$ cat src/rtl/fifo_wptr_full.sv
// Write-side pointer, Gray export and full/level generation for the dual-clock FIFO.
// The read pointer crosses in through a two-flop synchroniser; full is registered and conservative.
module fifo_wptr_full #(
  parameter int ADDR_WIDTH = 4,
  parameter int AF_LEVEL   = 12
) (
  input  logic                  clk,
  input  logic                  rst,
  input  logic                  winc,
  input  logic [ADDR_WIDTH:0]   rq_gray,
  output logic [ADDR_WIDTH-1:0] waddr,
  output logic [ADDR_WIDTH:0]   wptr_gray,
  output logic                  wfull,
  output logic                  walmost_full,
  output logic [ADDR_WIDTH:0]   wcount,
  output logic                  wovf
);
  localparam int PW = ADDR_WIDTH + 1;
  localparam logic [PW-1:0] AF = PW'(AF_LEVEL);

  logic [PW-1:0] wbin, wbin_next, wgray_next;
  logic [PW-1:0] rq_s1, rq_s2, rbin_s;
  logic          wacc, wfull_next;

  assign wacc       = winc & ~wfull;
  assign wbin_next  = wbin + {{(PW-1){1'b0}}, wacc};
  assign wgray_next = wbin_next ^ (wbin_next >> 1);
  // Full when the write pointer is a whole lap ahead: top two Gray bits inverted, rest equal.
  assign wfull_next = (wgray_next == {~rq_s2[PW-1:PW-2], rq_s2[PW-3:0]});

  always_comb begin
    rbin_s = '0;
    rbin_s[PW-1] = rq_s2[PW-1];
    for (int i = PW-2; i >= 0; i--) rbin_s[i] = rbin_s[i+1] ^ rq_s2[i];
  end

  assign waddr        = wbin[ADDR_WIDTH-1:0];
  assign wcount       = wbin - rbin_s;
  assign walmost_full = (wcount >= AF);

  always_ff @(posedge clk) begin
    if (rst) begin
      rq_s1     <= '0;
      rq_s2     <= '0;
      wbin      <= '0;
      wptr_gray <= '0;
      wfull     <= 1'b0;
      wovf      <= 1'b0;
    end else begin
      rq_s1     <= rq_gray;
      rq_s2     <= rq_s1;
      wbin      <= wbin_next;
      wptr_gray <= wgray_next;
      wfull     <= wfull_next;
      wovf      <= winc & wfull;
    end
  end
endmodule
$ cat config.mk
export PLATFORM = sky130hd
export DESIGN_NAME = fifo_wptr_full
export DESIGN_NICKNAME = d
export VERILOG_FILES = /design/src/rtl/fifo_wptr_full.sv
export SDC_FILE = /design/constraint.sdc
export NUM_CORES = 1
export LEC_CHECK = 0
export CORE_MARGIN = 2
export CORE_UTILIZATION = 45
export CTS_CLUSTER_SIZE = 10
export DETAILED_ROUTE_END_ITERATION = 10
export MAX_ROUTING_LAYER = met4
export PLACE_DENSITY = 0.76
export SLEW_MARGIN = 10
export SYNTH_ARGS = -nofsm -noshare
export SYNTH_HDL_FRONTEND = slang
export SYNTH_SLANG_ARGS = --single-unit
$ cat constraint.sdc
create_clock -name clk -period 4.6 [get_ports clk]
set_clock_uncertainty 0.2 [all_clocks]
set_input_delay 0.46 -clock clk [delete_from_list [all_inputs] [get_ports clk]]
set_output_delay 0.46 -clock clk [all_outputs]
set_load 0.01 [all_outputs]
==> key figures <==
Yosys
  – Ys async rst share: 0%
  – Seq/Total Area, Yosys: 43.0%
  – Compound-Gate Fraction of Synth Area: 7.30%
  – Mean Syn Cell Area: 9.97 sq um
  – Area share of the largest cell type after synthesis: 43.0%
  – Post-synth EDFFs: 0
  – Flops & latches, synth: 21
  – Synthesized instance count: 98
  – Top-count cell post-synth: dfxtp_1
  – Dominant cell type by area after synthesis: dfxtp_1
  – Post-Synthesis Cell Area: 977 sq um
  – Synthesized netlist net count: 113
  – Yosys warning count: 0
  – Post-Synth XOR/XNOR Area: 20.5%
  – Mux contribution to synthesized area: 0%
  – Adder-Cell Fraction of Synth Area: 9.73%
  – Synth cell types: 23
  – Most instantiated cells after synthesis: dfxtp_1, nor2b_1, xnor2_1, nor2_1, xor2_1
  – Primary FF master, synth: dfxtp_1
  – Synth top area cells: dfxtp_1, xnor2_1, nor2b_1
  – Synth Area in Simple Gates: 17.2%
  – Largest family of logic cells by synthesized area: XOR/XNOR gates

Clock tree
  – Clock transition at path regs: 0.11 ns
  – Cts hold-fix bufs: 0
  – Bufs on Longest Clock Path: 2
  – TritonCTS clock tree: built
  – CTS resizes: 0
  – Post-CTS Setup Bufs: 0
  – Root Buffer Master: clkbuf_4
  – Clock sinks: 21
  – Clock Latency Late Sink: 0.30 ns
  – CTS Buf Count: 3
  – H-tree depth: 1

Detailed routing
  – DRT Wirelength: 1.59 mm
  – DR vias: 710
  – Vias per Instance: 4.70
  – Iteration-0 DRC Markers: 6
  – DRC: 0
  – DRT Pass-1 Iters: 4
  – Post-DRT Antenna Nets: 0
  – Wirelength per Cell: 10.5 um

GRT
  – Number of global-route vias before repair: 716
  – Largest net degree at the start of global routing: 22
  – Initial antenna violation count: 0
  – Total grt overflow: 0
  – GR Util All Layers: 15.4%
  – First-pass GRT wire length: 2.86 mm

Min path
  – HP Class: reg -> reg

Setup path
  – WP data required: 3.94 ns
  – Arrival time worst endpoint: 3.50 ns
  – CP Capture Type: primary output
  – Worst Setup Start Kind: flop
  – CP Class: reg -> out
  – Max FO, Critical Path: 4

Outcome
  – Status: finished, final reports clean

Die
  – Die ar.: 2560 sq um
  – Chip width: 50.6 um
  – I/O Pins: 25
  – FP Rows: 16
  – Initial Utilization: 48.8%
  – Die Ht: 50.6 um
  – Core footprint: 2000 sq um

Timing
  – Rel. slew slack: 55.9%
  – Final hold violation count: 0
  – Tcrit/Tclk final: 90.3%
  – Fmax: 241 MHz
  – # setup viols final: 0
  – Least-Margin Pin Slew: 0.660 ns
  – Setup TNS: 0 ns
  – Final Critical Period: 4.16 ns
  – Slew Limit Fails: 0
  – RSZ-0062 raised after global routing: false

Cells and area
  – # diodes: 0
  – Non-Filler Cell Area, Final: 1270 sq um
  – Fin nets: 140
  – Fillers: 179
  – Final Core Density: 63.4%
  – Layout cells sized above 1: 3.23%
  – Synth-to-Final Area Change: 30.0%

Power
  – Lkg Pwr: 0.510 nW
  – Worst ir drop on vdd: 0.000198 V
  – Power Density: 329 nW/um^2

Placement
  – Placement Cell Area: 1240 sq um
  – Gpl congestion: 0.721
  – Detailed Place HPWL: 1.25 mm
  – I/O Buffers: 24

Run
  – Max-capacitance violation count: 0
## logic make-up (layout without fill, tap and decap cells)
family                     count (synthesis)  in the layout
DFF                                       21             21
buffers and inverters                      6             32
and+or+nand+nor                           31             31
AOI/OAI and AO/OA                         11             11
xor gates and xnor gates                  22             22
adders and majority gates                  7              7
## stage by stage
| stage | instances | setup slack [ns] | hold slack (ns) | power, W |
|---|---|---|---|---|
| detailed placement | 147 | 0.754 | 0.225 | 0.000336 |
| CTS | 151 | 0.407 | 0.251 | 0.000425 |
| floorplan | 98 | 1.28 | 0.214 | 0.000279 |
| global placement | 147 | 0.829 | 0.218 | 0.000334 |
| global route | 151 | 0.187 | 0.269 | 0.000443 |
| finish | 151 | 0.444 | 0.246 | 0.000418 |
## area by class of cell
| type | count | area (sq um) | share of cell area [%] |
|---|---|---|---|
| Clock buffer | 4 | 26.3 | 2.07 |
| Inverter | 4 | 15.0 | 1.18 |
| Multi-Input combinational cell | 71 | 534 | 42.1 |
| Sequential cell | 21 | 420 | 33.1 |
| Tap cell | 27 | 33.8 | 2.66 |
| Timing Repair Buffer | 24 | 240 | 18.9 |
## flip-flops by register name (all words and copies together), names as in the netlist
register,count
wptr_gray,5
wbin,4
rq_s2,5
rq_s1,5
wfull,1
wovf,1
## cell usage in the layout, fill, tap and decap left out, types with 3 or more instances in the layout
master,netlist,layout
xnor2_1,14,14
nor2b_1,14,14
nor2_1,8,8
ha_1,6,6
a21oi_1,3,3
dfxtp_1,21,21
clkbuf_4,0,3
xor2_1,7,7
clkdlybuf4s50_1,0,24
inv_1,4,4
## power by group
group	total [W]	switching, W	internal [W]
Sequential	0.000196	0.00000556	0.000190
Combinational	0.000134	0.0000564	0.0000779
Clock	0.0000872	0.0000533	0.0000339
## metal layers
| metal | share of wire, % | track usage (%) | vias up | wire, um |
|---|---|---|---|---|
| li1 | - | - | 370 | - |
| met1 | 45 | 16.2 | 317 | 717 |
| met2 | 47 | 26.5 | 18 | 753 |
| met3 | 4.7 | 1.79 | 5 | 75 |
| met4 | 2.9 | 10.8 | 0 | 46 |
| met5 | 0 | - | - | 0 |
## critical path: stages, from the launching register on
cell	delay (ns)
dfxtp_1	0.36
xnor2_1	0.23
xor2_1	0.25
xor2_1	0.33
xnor2_1	0.16
ha_1	0.15
inv_1	0.07
fa_1	0.45
a21o_1	0.20
a21oi_1	0.16
xnor2_1	0.10
a221o_1	0.26
clkdlybuf4s50_1	0.48
## worst paths after layout
| path | from | to | slack (ns) | depth (start not counted) |
|---|---|---|---|---|
| max | rq_s2[4]$_SDFF_PP0_ | walmost_full | 0.44 | 12 |
| min | rq_s1[3]$_SDFF_PP0_ | rq_s2[3]$_SDFF_PP0_ | 0.25 | 1 |
| max reg2reg | wfull$_SDFF_PP0_ | wfull$_SDFF_PP0_ | 2.36 | 7 |
| min reg2reg | rq_s1[3]$_SDFF_PP0_ | rq_s2[3]$_SDFF_PP0_ | 0.25 | 1 |
(Power assumes the default switching activity.)
==> RTL edit 1, RTL diff (same flow settings) <==
Reset style: asynchronous (`rst`), changed in one clocked block.
--- a/src/rtl/fifo_wptr_full.sv
+++ b/src/rtl/fifo_wptr_full.sv
@@ -39,5 +39,5 @@
   assign walmost_full = (wcount >= AF);
 
-  always_ff @(posedge clk) begin
+  always_ff @(posedge clk or posedge rst) begin
     if (rst) begin
       rq_s1     <= '0;
Check against the original RTL: differs if rst is asserted again (counterexample within 4 cycles, from zero or initial values and one cycle with rst high); with rst held inactive, the same outputs for 10 cycles.
==> RTL edit 1 against the original RTL <==
Core utilization down 0.054 points; worst setup slack worse by 0.046 ns; highest routed layer unchanged; area after synthesis decreased by 2.3%; sequential share of layout area is 8.7 points higher; fmax decreased by 1.1%; sequential cell count stayed put; wire length is 12% lower; register-to-register slack worse by 0.04 ns; critical endpoint unchanged; die area fell by 2.1%; synthesized cell count decreased by 24%; cell area shrank 1.1%.
Power is not compared: it rests on default switching activity, and its combinational part moved more than twofold at a synthesized area within 25%.
==> RTL edit 1: results (changes against the original RTL) <==
status - completed
top flop regs - rq_s1 (5), rq_s2 (5), wbin (5)
Fin Hold WS - 0.1605 ns (-0.08578 ns)
1st-iter DRT viols - 2 (-4)
layout cells sized above 1 - 6.863% (+3.6 points)
mean area per synthesized cell - 12.90 um2 (+29%)
Commonest cells post-synth - dfrtp_1 (21), xor2_1 (11), xnor2_1 (9), ha_1 (6), inv_1 (6)
area delta synth->final - 31.59%
Syn Nets - 89 (-21%)
Hold EP - rq_s2[4]
Cell variety after synth - 18 (-22%)
met3 Track Usage GR - 2.727% (+0.94 points)
Arr. time, crit path - 3.54 ns (+0.04 ns)
adder-cell share of the synthesized area - 9.961% (+0.23 points)
first-pass GRT wire length - 2587 um (-9.4%)
reg-to-reg endpoint - wfull
dpl cells - 125 (-15%)
Async S/R FF share, synth - 100.0% (+100 points)
Vias - 601 (-15%)
Final min period - 4.202 ns (+0.04623 ns)
gpl congestion - 0.7292 (+1.1%)
FF-to-FF setup slack - 2.32 ns (-0.04 ns)
Avg WL per Cell - 10.85 um (+2.9%)
dpl cell area - 1229 um2 (-1.2%)
post-synthesis compound-gate area fraction - 5.111% (-2.2 points)
Filler cells - 147 (-18%)
dpl hpwl - 1148 um (-7.8%)
pre-CTS setup slack - 0.6910 ns (-0.06278 ns)
origin of the worst setup path - rq_s2[4]
hold path cells - 0 (-1)
top post-synthesis cells by area - dfrtp_1 (55%), xor2_1 (10%), xnor2_1 (8.3%)
## RTL edit 1: cell types whose count changed after synthesis, sizes merged, moves of 3 or more
cell	delta
xnor2	-6
dfrtp	+21
xor2	+5
dfxtp	-21
nand3	+3
nor2	-8
nor2b	-12
## RTL edit 1: worst max-delay path: stages (launching register included)
cell	delay (ns)
dfrtp_1	0.43
xnor2_1	0.25
xor2_1	0.24
xor2_1	0.32
xnor2_1	0.17
ha_1	0.18
inv_1	0.06
fa_1	0.43
a21o_1	0.19
a21oi_1	0.17
xnor2_1	0.15
a31o_2	0.13
clkdlybuf4s50_1	0.52
## RTL edit 1: layout make-up
cell class | instances | area share (%)
clock inverters | 1 | 0.3984
clock buffers | 3 | 1.793
inverters | 6 | 1.793
flip-flops and latches | 21 | 41.83
multi-input cells | 47 | 32.37
well taps | 27 | 2.689
repair buffers | 24 | 19.12
## RTL edit 1: layer usage
metal	vias to the layer above	part of all wire, %
met5	-	0
met3	2	4.8
met1	287	42
met2	18	53
met4	0	0.64
li1	294	-
==> RTL edit 2, RTL diff (same flow settings) <==
Without the edit above. Change the parameter `ADDR_WIDTH` from 4 to 5.
--- a/src/rtl/fifo_wptr_full.sv
+++ b/src/rtl/fifo_wptr_full.sv
@@ -2,5 +2,5 @@
 // The read pointer crosses in through a two-flop synchroniser; full is registered and conservative.
 module fifo_wptr_full #(
-  parameter int ADDR_WIDTH = 4,
+  parameter int ADDR_WIDTH = 5,
   parameter int AF_LEVEL   = 12
 ) (
Interface: changed (resized rq_gray, waddr, wcount and wptr_gray); port bits go from 25 to 29. No check against the original RTL was run, so the function may have changed too.
==> RTL edit 2 against the original RTL <==
Via count rose by 23%; sequential cell count rose by 4; critical path depth unchanged; largest power group unchanged; wire length increased by 24%; sequential share of layout area shrank 0.13 points; register-to-register slack worse by 0.13 ns; area after synthesis is 21% higher; cell area is 20% higher; worst setup slack better by 0.035 ns; count of clock-buffer cells in the layout is 1 lower; power up 14%.
==> RTL edit 2: results (changes against the original RTL) <==
status - completed
mux cell area share after synthesis - 0.8484% (+0.85 points)
area delta synth->final - 28.63%
vias in the first global route - 898 (+25%)
post-CTS sizing - 0 (unchanged)
P_comb - 0.151 mW (+13%)
actual slew at the worst max-slew pin - 0.8241 ns (+0.1644 ns)
pre-CTS setup slack - 0.8187 ns (+0.06491 ns)
layout cells sized above 1 - 6.711% (+3.5 points)
crit-path max FO - 4 (unchanged)
gpl congestion - 0.8024 (+11%)
Tightest Hold Check Type - reg2reg
1st-iter DRT viols - 2 (-4)
Post-layout nets - 167 (+19%)
crit path capture - walmost_full
dpl cell area - 1490 um2 (+20%)
Arr. time, crit path - 3.46 ns (-0.04 ns)
P_leak - 0.6196 nW (+21%)
largest net degree at the start of global routing - 26 (+18%)
gr usage total - 14.79% (-0.56 points)
sequential cell area fraction in the yosys report - 42.42% (-0.60 points)
clock transition at the registers of the reported paths - 0.13 ns (+0.02 ns)
top post-synthesis cells by area - dfxtp_1 (42%), nor2b_1 (9.0%), xnor2_1 (8.2%)
VDD IR max - 0.2886 mV (+46%)
FF-to-FF setup slack - 2.23 ns (-0.13 ns)
Avg Vias per Cell - 4.860 (+3.4%)
clk buf depth - 2 (unchanged)
post-synthesis compound-gate area fraction - 5.726% (-1.6 points)
clk pwr - 0.0937 mW (+7.5%)
xor/xnor share of the synthesized area - 18.88% (-1.6 points)
Synth Instances - 119 (+21%)
Max stage delay on crit path - 0.52 ns (+0.04 ns)
R2R depth - 8 (+1)
origin of the worst setup path - rq_s2[5]
Avg WL per Cell - 11.06 um (+4.9%)
adder-cell share of the synthesized area - 9.120% (-0.61 points)
Commonest cells post-synth - dfxtp_1 (25), nor2b_1 (17), nor2_1 (13), xnor2_1 (11), inv_1 (8)
dpl hpwl - 1601 um (+29%)
Internal - 0.3418 mW (+13%)
Cell variety after synth - 25 (+8.7%)
dpl cells - 175 (+19%)
DRT Wirelength - 1980 um (+24%)
Syn Nets - 136 (+20%)
first-pass GRT wire length - 3560 um (+25%)
Final WS setup - 0.4795 ns (+0.03537 ns)
PortBufs - 28 (+17%)
top flop regs - rq_s1 (6), rq_s2 (6), wptr_gray (6)
## RTL edit 2: final cells by class
| type | instances | area [um2] |
|---|---|---|
| fill | 220 | 959.7 |
| timing repair buffer | 28 | 280.3 |
| tap | 30 | 37.54 |
| clock inverter | 1 | 5.005 |
| clock buffer | 3 | 22.52 |
| multi-input combinational | 84 | 641.9 |
| sequential | 25 | 500.5 |
| inverter | 8 | 30.03 |
## RTL edit 2: worst min path at each step
stage,slack [ns],end,depth (start not counted),from
floorplan,0.21,rq_s2[0],1,rq_s1[0]
global placement,0.22,rq_s2[2],1,rq_s1[2]
detailed placement,0.23,rq_s2[1],1,rq_s1[1]
CTS,0.26,rq_s2[3],1,rq_s1[3]
global route,0.27,rq_s2[3],1,rq_s1[3]
finish,0.25,rq_s2[1],1,rq_s1[1]
## RTL edit 2: kinds of logic after synthesis
logic type,Yosys count
AO/OA/AOI/OAI,9
XOR/XNOR,22
adder cells (fa/ha/maj),8
buffers and inverters,10
flip-flops,25
multiplexers,1
AND/OR/NAND/NOR,44
## RTL edit 2: per-stage QoR
step / total power [mW] / hold slack [ns]
3_5_place_dp: 0.3888 / 0.2295
4_1_cts: 0.4817 / 0.2589
3_3_place_gp: 0.3828 / 0.2191
2_1_floorplan: 0.3200 / 0.2138
5_1_grt: 0.5087 / 0.2657
6_report: 0.4762 / 0.2538
## RTL edit 2: per-layer routing
layer | track usage (%) | part of all wire [%] | up-vias
li1 | - | - | 438
met1 | 16.07 | 41 | 405
met2 | 26.19 | 53 | 21
met3 | 1.874 | 4.0 | 6
met4 | 7.666 | 2.2 | 0
met5 | - | 0 | -
